**config.mk**
```make
export PLATFORM = sky130hd
export DESIGN_NAME = somador_arbitro
export DESIGN_NICKNAME = d
export VERILOG_FILES = /design/src/rtl/somador_arb_pkg.sv /design/src/rtl/somador_arbitro_rr_arbiter.sv /design/src/rtl/somador_arbitro.sv
export SDC_FILE = /design/constraint.sdc
export NUM_CORES = 1
export LEC_CHECK = 0
export CAP_MARGIN = 30
export CELL_PAD_IN_SITES_DETAIL_PLACEMENT = 0
export CELL_PAD_IN_SITES_GLOBAL_PLACEMENT = 1
export CORE_MARGIN = 2
export CORE_UTILIZATION = 31
export CTS_CLUSTER_SIZE = 20
export DETAILED_ROUTE_END_ITERATION = 7
export PLACE_DENSITY_LB_ADDON = 0.12
export SLEW_MARGIN = 0
export SYNTH_ARGS = -nofsm -noshare
export SYNTH_HDL_FRONTEND = slang
export SYNTH_SLANG_ARGS = --single-unit
```
**constraint.sdc**
```tcl
create_clock -name Clock -period 5.2 [get_ports Clock]
set_input_delay 1.56 -clock Clock [delete_from_list [all_inputs] [get_ports Clock]]
set_output_delay 1.56 -clock Clock [all_outputs]
set_load 0.05 [all_outputs]
```
**src/rtl/somador_arb_pkg.sv**
```systemverilog
// Shared types and helpers for the round-robin front end of the shared signed adder.
package somador_arb_pkg;

    localparam int WIDTH = 8;

    typedef enum logic [1:0] {
        IDLE = 2'd0,
        CALC = 2'd1,
        RESP = 2'd2
    } state_e;

    // Signed overflow from sign bits: operands agree in sign, sum does not.
    function automatic logic add_ovf(input logic a_msb, input logic b_msb, input logic s_msb);
        return (a_msb == b_msb) && (s_msb != a_msb);
    endfunction

endpackage

```
**src/rtl/somador_arbitro_rr_arbiter.sv**
```systemverilog
// Combinational round-robin picker: first set request at or after ptr, searching cyclically.
module rr_arbiter #(
    parameter  int N  = 4,
    localparam int IW = $clog2(N)
) (
    input  logic [N-1:0]  req,
    input  logic [IW-1:0] ptr,
    output logic [N-1:0]  gnt_onehot,
    output logic [IW-1:0] gnt_idx,
    output logic          any
);

    int idx;

    always_comb begin
        gnt_onehot = '0;
        gnt_idx    = '0;
        any        = 1'b0;
        idx        = 0;
        for (int k = 0; k < N; k++) begin
            idx = int'(ptr) + k;
            if (idx >= N) idx = idx - N;
            if (!any && req[idx]) begin
                any             = 1'b1;
                gnt_onehot[idx] = 1'b1;
                gnt_idx         = IW'(idx);
            end
        end
    end

endmodule

```
**src/rtl/somador_arbitro.sv**
```systemverilog
// Time-shares one external adder among NUM_REQ requesters; one transaction in flight,
// responses tagged with the requester index over a valid/ready handshake.
module somador_arbitro
    import somador_arb_pkg::*;
#(
    parameter  int NUM_REQ = 4,
    parameter  int WIDTH   = somador_arb_pkg::WIDTH,
    localparam int ID_W    = $clog2(NUM_REQ)
) (
    input  logic                     Clock,
    input  logic                     Resetn,
    input  logic [NUM_REQ-1:0]       req_valid,
    input  logic [NUM_REQ*WIDTH-1:0] req_a,
    input  logic [NUM_REQ*WIDTH-1:0] req_b,
    output logic [NUM_REQ-1:0]       req_ready,
    output logic [WIDTH-1:0]         Entrada1,
    output logic [WIDTH-1:0]         Entrada2,
    input  logic [WIDTH-1:0]         Resultado,
    output logic                     rsp_valid,
    input  logic                     rsp_ready,
    output logic [ID_W-1:0]          rsp_id,
    output logic [WIDTH-1:0]         rsp_result,
    output logic                     rsp_overflow,
    output logic                     busy
);

    state_e            state_q, state_d;
    logic [ID_W-1:0]   ptr_q, ptr_d;
    logic [ID_W-1:0]   id_q, id_d;
    logic [WIDTH-1:0]  e1_q, e1_d;
    logic [WIDTH-1:0]  e2_q, e2_d;
    logic              rsp_valid_q, rsp_valid_d;
    logic [ID_W-1:0]   rsp_id_q, rsp_id_d;
    logic [WIDTH-1:0]  rsp_result_q, rsp_result_d;
    logic              rsp_ovf_q, rsp_ovf_d;

    logic [NUM_REQ-1:0] gnt_onehot;
    logic [ID_W-1:0]    gnt_idx;
    logic               gnt_any;
    logic               grant_en;

    rr_arbiter #(.N(NUM_REQ)) u_rr (
        .req        (req_valid),
        .ptr        (ptr_q),
        .gnt_onehot (gnt_onehot),
        .gnt_idx    (gnt_idx),
        .any        (gnt_any)
    );

    // Resetn in the term keeps req_ready low while reset is held.
    assign grant_en = (state_q == IDLE) && gnt_any && Resetn;

    always_ff @(posedge Clock or negedge Resetn) begin
        if (!Resetn) state_q <= IDLE;
        else         state_q <= state_d;
    end

    always_comb begin
        state_d = state_q;
        case (state_q)
            IDLE:    if (grant_en) state_d = CALC;
            CALC:    state_d = RESP;
            RESP:    if (rsp_ready) state_d = IDLE;
            default: state_d = IDLE;
        endcase
    end

    always_comb begin
        req_ready = grant_en ? gnt_onehot : '0;
        busy      = (state_q != IDLE);
    end

    always_comb begin
        ptr_d        = ptr_q;
        id_d         = id_q;
        e1_d         = e1_q;
        e2_d         = e2_q;
        rsp_valid_d  = rsp_valid_q;
        rsp_id_d     = rsp_id_q;
        rsp_result_d = rsp_result_q;
        rsp_ovf_d    = rsp_ovf_q;
        if (grant_en) begin
            e1_d  = req_a[gnt_idx*WIDTH +: WIDTH];
            e2_d  = req_b[gnt_idx*WIDTH +: WIDTH];
            id_d  = gnt_idx;
            ptr_d = (gnt_idx == ID_W'(NUM_REQ-1)) ? '0 : gnt_idx + 1'b1;
        end
        if (state_q == CALC) begin
            rsp_result_d = Resultado;
            rsp_id_d     = id_q;
            rsp_ovf_d    = add_ovf(e1_q[WIDTH-1], e2_q[WIDTH-1], Resultado[WIDTH-1]);
            rsp_valid_d  = 1'b1;
        end
        if (state_q == RESP && rsp_ready) rsp_valid_d = 1'b0;
    end

    always_ff @(posedge Clock or negedge Resetn) begin
        if (!Resetn) begin
            ptr_q        <= '0;
            id_q         <= '0;
            e1_q         <= '0;
            e2_q         <= '0;
            rsp_valid_q  <= 1'b0;
            rsp_id_q     <= '0;
            rsp_result_q <= '0;
            rsp_ovf_q    <= 1'b0;
        end else begin
            ptr_q        <= ptr_d;
            id_q         <= id_d;
            e1_q         <= e1_d;
            e2_q         <= e2_d;
            rsp_valid_q  <= rsp_valid_d;
            rsp_id_q     <= rsp_id_d;
            rsp_result_q <= rsp_result_d;
            rsp_ovf_q    <= rsp_ovf_d;
        end
    end

    assign Entrada1     = e1_q;
    assign Entrada2     = e2_q;
    assign rsp_valid    = rsp_valid_q;
    assign rsp_id       = rsp_id_q;
    assign rsp_result   = rsp_result_q;
    assign rsp_overflow = rsp_ovf_q;

endmodule

```
==> flow_summary.ini, run 1 <==
[outcome]
status = finished clean

[power_and_ir_drop]
clock_power_share_pct = 9.8
peakVddDrop_uv = 228.5
internal_power_mw = 1.266
swShare_pct = 48.90
p_leak_nw = 1.547
p_switching_mw = 1.211
pwr-share-seq_pct = 19.8
power_density_nw_per_um2 = 636.2
power_mw = 2.477
p_comb_share_pct = 70.4

[clock_network]
insertion_delay_ns = 0.28
cts_buffers = 5
post_cts_buffers = 0
root_buffer = clkbuf_8
clkTransAtPathRegs_ns = 0.07
cts_tree = built
cts_sinks = 34
htree_levels = 2
ctsLongestPathBuffers = 2

[routing]
drc = 0
first_pass_iters = 4
drt-total-wl_mm = 7.249
ant_nets = 0
route.vias.total = 2313
vias_per_cell = 5.095
wire_per_inst_microns = 15.97
drt_iter0_drc = 124

[yosys]
syn_inst = 235
synth-edff-count = 0
synth_compound_area_share_pct = 19.90
synth_area_per_cell_sq_um = 10.70
synth_most_common_cell = nor2_1
yosys_warnings = 0
synth_top_family_by_area = multiplexers
syn_area_sq_um = 2515
synth_mux_area_share_pct = 28.11
synth_fa_ha_area_share_pct = 1.990
synth-simple-area-share_pct = 10.60
ys_seq_elements = 34
synthXorXnorAreaFrac_pct = 0
synth_top_area_share_pct = 33.83
ys_types = 39
synth.net_count = 318
ys_top_cells_by_area = dfrtp_1 (34%), mux2i_1 (13%), mux2_2 (12%)
async_reset_ff_share_pct = 100.0
synth_commonest_cells = nor2_1 (36), dfrtp_1 (34), mux2i_1 (32)
synth_top_area_cell = dfrtp_1
yosysSeqAreaShare_pct = 33.83
ys.flop_type = dfrtp_1

[floorplanning]
die_w_microns = 94.07
pin_count = 112
fp.dieH_microns = 94.07
core_area_sq_um = 7807
die_area_sq_um = 8849
rows = 32
start_util_pct = 32.21

[timing]
skew_ns = 0.004560
min_period_ns = 5.015
tns_ns = 0
worst_pin_slew_ns = 0.5593
clock.fmax_mhz = 199.4
hold_viol_final = 0
slew_headroom_pct = 62.72
setup_viol = 0
rsz0062_at_grt = false
hold_slack_ns = 0.4832
fin_crit_sh_pct = 96.44
final_max_slew_viol_count = 0

[critical_path]
crit_path_start_kind = input port
cp_cell_sequence = clkdlybuf4s50_1 -> buf_4 -> mux4_2 -> nor2_1 -> a221oi_1 -> nor2_1 -> buf_12
cpPeakStageDelay_ns = 0.64
crit_path_start = req_valid[3]
critical-path-slowest-cell = mux4_2
worstPathMaxFanout = 11
crit_type = input port to output port
cpMostUsedCell = nor2_1
path_buf_inv = 3
rrSetupSlack_ns = 1.66
r2r_start = ptr_q[0]
cp.arrival_ns = 3.45
end_kind = output port
critPathRequiredTime_ns = 3.64
path_delay_family = buffers and inverters

[final_layout]
fill_cells = 749
final_core_util_pct = 49.87
nets = 434
syn_to_final_growth_pct = 54.83
final_cells = 454
drive_gt1_share_pct = 20.45
n_antenna_cell = 0

[placed_design]
dp_cells = 446
port_buffers = 111
hpwl_mm = 5.551
gp_congestion = 0.7037

[global_routing]
grt_max_degree = 35
grt-ovfl-total = 0
grt_use_total_pct = 17.26
antenna_found_initial = 0
grt_pass1_wl_mm = 11.96
grt_pass1_vias = 2405

[min_path]
hold_start = id_q[1]
hp-class = register to register

[job]
timing.max_cap.violations = 0
## repair_timing
item,4_1_cts,5_1_grt
gates resized for setup,0,3
endpoints found under the setup margin,0,4
hold buffers,0,0
## per-layer routing
metal | routed length, microns | track usage (%) | share of wire, %
met5 | 0 | 0 | 0
met1 | 3085 | 20.97 | 43
met3 | 423 | 5.056 | 5.8
met4 | 37 | 2.899 | 0.51
met2 | 3702 | 30.60 | 51
## cells in the final DEF, fill, tap and decap left out, types with 7 or more instances in the layout
| cell | synthesis | routed |
|---|---|---|
| a211oi_1 | 13 | 13 |
| buf_4 | 2 | 12 |
| clkdlybuf4s50_1 | 0 | 104 |
| dfrtp_1 | 34 | 34 |
| mux2_2 | 27 | 27 |
| mux2i_1 | 32 | 32 |
| nand2_1 | 7 | 7 |
| nor2_1 | 36 | 36 |
| o32ai_1 | 13 | 13 |
## worst min-delay path: cells and delay by family, from the launching register on
kind,cells,cell delay [ns]
DFF,1,0.35
and+or+nand+nor,2,0.10
## cell families (layout without fill, tap and decap cells)
kind of cell    Yosys count  in the layout
flops                    34             34
fa+ha+maj                 4              4
simple gates             58             58
compound gates           55             55
mux                      63             63
buf+inv                  21            138
## layout make-up
type	instances	area, sq um	share of cell area [%]
clock inverters	3	45.04	1.157
multi-input cells	180	1534	39.40
repair buffers	123	1241	31.88
flip-flops and latches	34	850.8	21.85
inverters	7	26.28	0.6748
well taps	102	127.6	3.278
clock buffers	5	68.82	1.767
## stage by stage
stage / instance area [sq um] / worst slack [ns]
4_1_cts: 3886 / 0.04309
3_3_place_gp: 3765 / 0.1311
5_1_grt: 3894 / 0.06249
2_1_floorplan: 2515 / 0.4136
3_5_place_dp: 3772 / 0.06808
6_report: 3894 / 0.1850
## state kept, by name, indices dropped and copies added, names as in the netlist
name          flops
rsp_overflow      1
rsp_valid         1
rsp_id            2
rsp_result        8
Entrada2          8
state_q           2
ptr_q             2
Entrada1          8
id_q              2
## power groups by stage
stage / combinational (mW) / sequential (mW) / clock [mW]
3_5_place_dp: 1.76 / 0.495 / 0
2_1_floorplan: 0.907 / 0.854 / 0
6_report: 1.74 / 0.490 / 0.244
5_1_grt: 1.87 / 0.511 / 0.265
4_1_cts: 1.76 / 0.490 / 0.251
3_3_place_gp: 1.74 / 0.492 / 0
## path summary, 6_finish.rpt
check	endpoint	depth (start not counted)
worst max register to register	Entrada1[6]	10
max in group asynchronous	Entrada2[0]	2
min in group asynchronous	ptr_q[1]	2
worst min register to register	id_q[1]	2
worst min-delay path	id_q[1]	2
worst max-delay path	req_ready[0]	7
Note: power is estimated with default switching activity, not from simulation.
==> run 2, diff against run 1 <==
--- a/config.mk
+++ b/config.mk
@@ -8,8 +8,8 @@
 export CAP_MARGIN = 30
 export CELL_PAD_IN_SITES_DETAIL_PLACEMENT = 0
 export CELL_PAD_IN_SITES_GLOBAL_PLACEMENT = 1
-export CORE_MARGIN = 2
 export CORE_UTILIZATION = 31
+export CTS_CLUSTER_DIAMETER = 120
 export CTS_CLUSTER_SIZE = 20
 export DETAILED_ROUTE_END_ITERATION = 7
 export PLACE_DENSITY_LB_ADDON = 0.12
==> run 2 against run 1 <==
Sequential share of layout area barely moved. Cell area barely moved. Combinational power barely moved. Critical path type unchanged. Critical endpoint unchanged.
==> flow_summary.ini, run 2 (synthesized netlist as in run 1, its figures left out) <==
[outcome]
status = finished clean

[final_layout]
final_area_sq_um = 3896
final_cells = 454
n_antenna_cell = 0
drive_gt1_share_pct = 20.45
layout_common_cells = clkdlybuf4s50_1 (103), nor2_1 (36), dfrtp_1 (34), mux2i_1 (32), mux2_2 (27)
fill_cells = 749
final_core_util_pct = 50.16
final_common_cell = clkdlybuf4s50_1
nets = 434
syn_to_final_growth_pct = 54.93

[critical_path]
cpPeakStageDelay_ns = 0.50
critPathRequiredTime_ns = 3.64
crit_path_start_kind = input port
rrSetupSlack_ns = 1.80
r2r_end = Entrada1[7]
cp.arrival_ns = 3.41
r2r_start = ptr_q[0]
cpMostUsedCell = nor2_1
end_kind = output port
cp_cell_sequence = clkdlybuf4s50_1 -> mux4_2 -> buf_4 -> a22oi_1 -> nor2_1 -> a221oi_1 -> nor2_1 -> buf_12
r2r_cells = 10
path_buf_inv = 3
crit_type = input port to output port
path_delay_family = buffers and inverters
worstPathMaxFanout = 4
critical-path-slowest-cell = mux4_2

[timing]
hold_slack_ns = 0.4772
final_max_slew_viol_count = 0
slew_headroom_pct = 59.82
rsz0062_at_grt = false
tns_ns = 0
fin_crit_sh_pct = 95.57
hold_viol_final = 0
worst_pin_slew_ns = 0.6026
skew_ns = 0.008514
min_period_ns = 4.970
setup_viol = 0
clock.fmax_mhz = 201.2

[routing]
drt_iter0_drc = 89
route.vias.total = 2300
ant_nets = 0
wire_per_inst_microns = 15.76
first_pass_iters = 4
drt-total-wl_mm = 7.157
drc = 0
vias_per_cell = 5.066

[clock_network]
post_cts_buffers = 0
cts_tree = built
insertion_delay_ns = 0.29
cts_sinks = 34
htree_levels = 2
cts_buffers = 5
clkTransAtPathRegs_ns = 0.08
ctsLongestPathBuffers = 2
hold_buffers = 0
root_buffer = clkbuf_8

[global_routing]
grt_pass1_wl_mm = 11.71
grt-ovfl-total = 0
grt_pass1_vias = 2340
grt_use_total_pct = 17.85
grt_max_degree = 35
antenna_found_initial = 0

[placed_design]
place_area_sq_um = 3772
hpwl_mm = 5.345
port_buffers = 111
dp_cells = 446
gp_congestion = 0.7703

[floorplanning]
fp.dieH_microns = 92.07
core_area_sq_um = 7767
rows = 32
die_area_sq_um = 8477
die_w_microns = 92.07
pin_count = 112
start_util_pct = 32.38

[min_path]
hp-class = register to register
hold_start = id_q[1]
holdPathEnd = id_q[1]
hold_depth = 2

[job]
timing.max_cap.violations = 0

[power_and_ir_drop]
power_density_nw_per_um2 = 639.1
peakVddDrop_uv = 222.2
p_leak_nw = 1.557
## run 2: changes by cell type in the layout (fill, tap and decap cells not counted), sizes merged
cell,previous run,this run
dlymetal6s2s,2,3
clkdlybuf4s50,104,103
## run 2: how the worst max path moves through the flow
stage                            start            to  cells past startpoint
after floorplan           req_valid[2]  req_ready[1]                      7
after global placement    req_valid[1]  req_ready[0]                      8
after detailed placement  req_valid[1]  req_ready[3]                      8
after CTS                 req_valid[1]  req_ready[3]                      8
after global routing      req_valid[2]  req_ready[0]                      8
final                     req_valid[2]  req_ready[0]                      8
## run 2: where the power goes
| group | internal, mW | switching [mW] |
|---|---|---|
| Combinational | 0.731 | 1.02 |
| Sequential | 0.396 | 0.0946 |
| Clock | 0.143 | 0.110 |
## run 2: worst min-delay path, delay by kind of cell, from the launching register on
kind,cells,cell delay (ns)
and+or+nand+nor,2,0.11
DFF,1,0.34
## run 2: repair_timing
action | CTS | global route
resized for setup | 0 | 4
setup endpoints to repair | 0 | 4
hold endpoints to repair | 0 | 0
## run 2: area by class of cell
type / instances / area (sq um) / share of cell area, %
inverters: 7 / 26.28 / 0.6744
clock inverters: 3 / 45.04 / 1.156
repair buffers: 123 / 1244 / 31.92
flip-flops and latches: 34 / 850.8 / 21.84
clock buffers: 5 / 68.82 / 1.766
multi-input cells: 180 / 1534 / 39.37
well taps: 102 / 127.6 / 3.276
## run 2: metrics by stage
| stage | worst slack, ns | power (mW) |
|---|---|---|
| after detailed placement | 0.1075 | 2.260 |
| final | 0.2303 | 2.490 |
| after global routing | 0.08418 | 2.649 |
| after global placement | 0.1339 | 2.243 |
| after CTS | 0.09952 | 2.516 |
| after floorplan | 0.4136 | 1.761 |
## run 2: metal layers
metal | GRT usage (%) | part of all wire, % | up-vias
met4 | 5.729 | 1.5 | 0
met5 | 0 | 0 | -
met3 | 4.561 | 5.3 | 10
met2 | 30.66 | 50 | 60
met1 | 21.72 | 43 | 1097
li1 | - | - | 1133
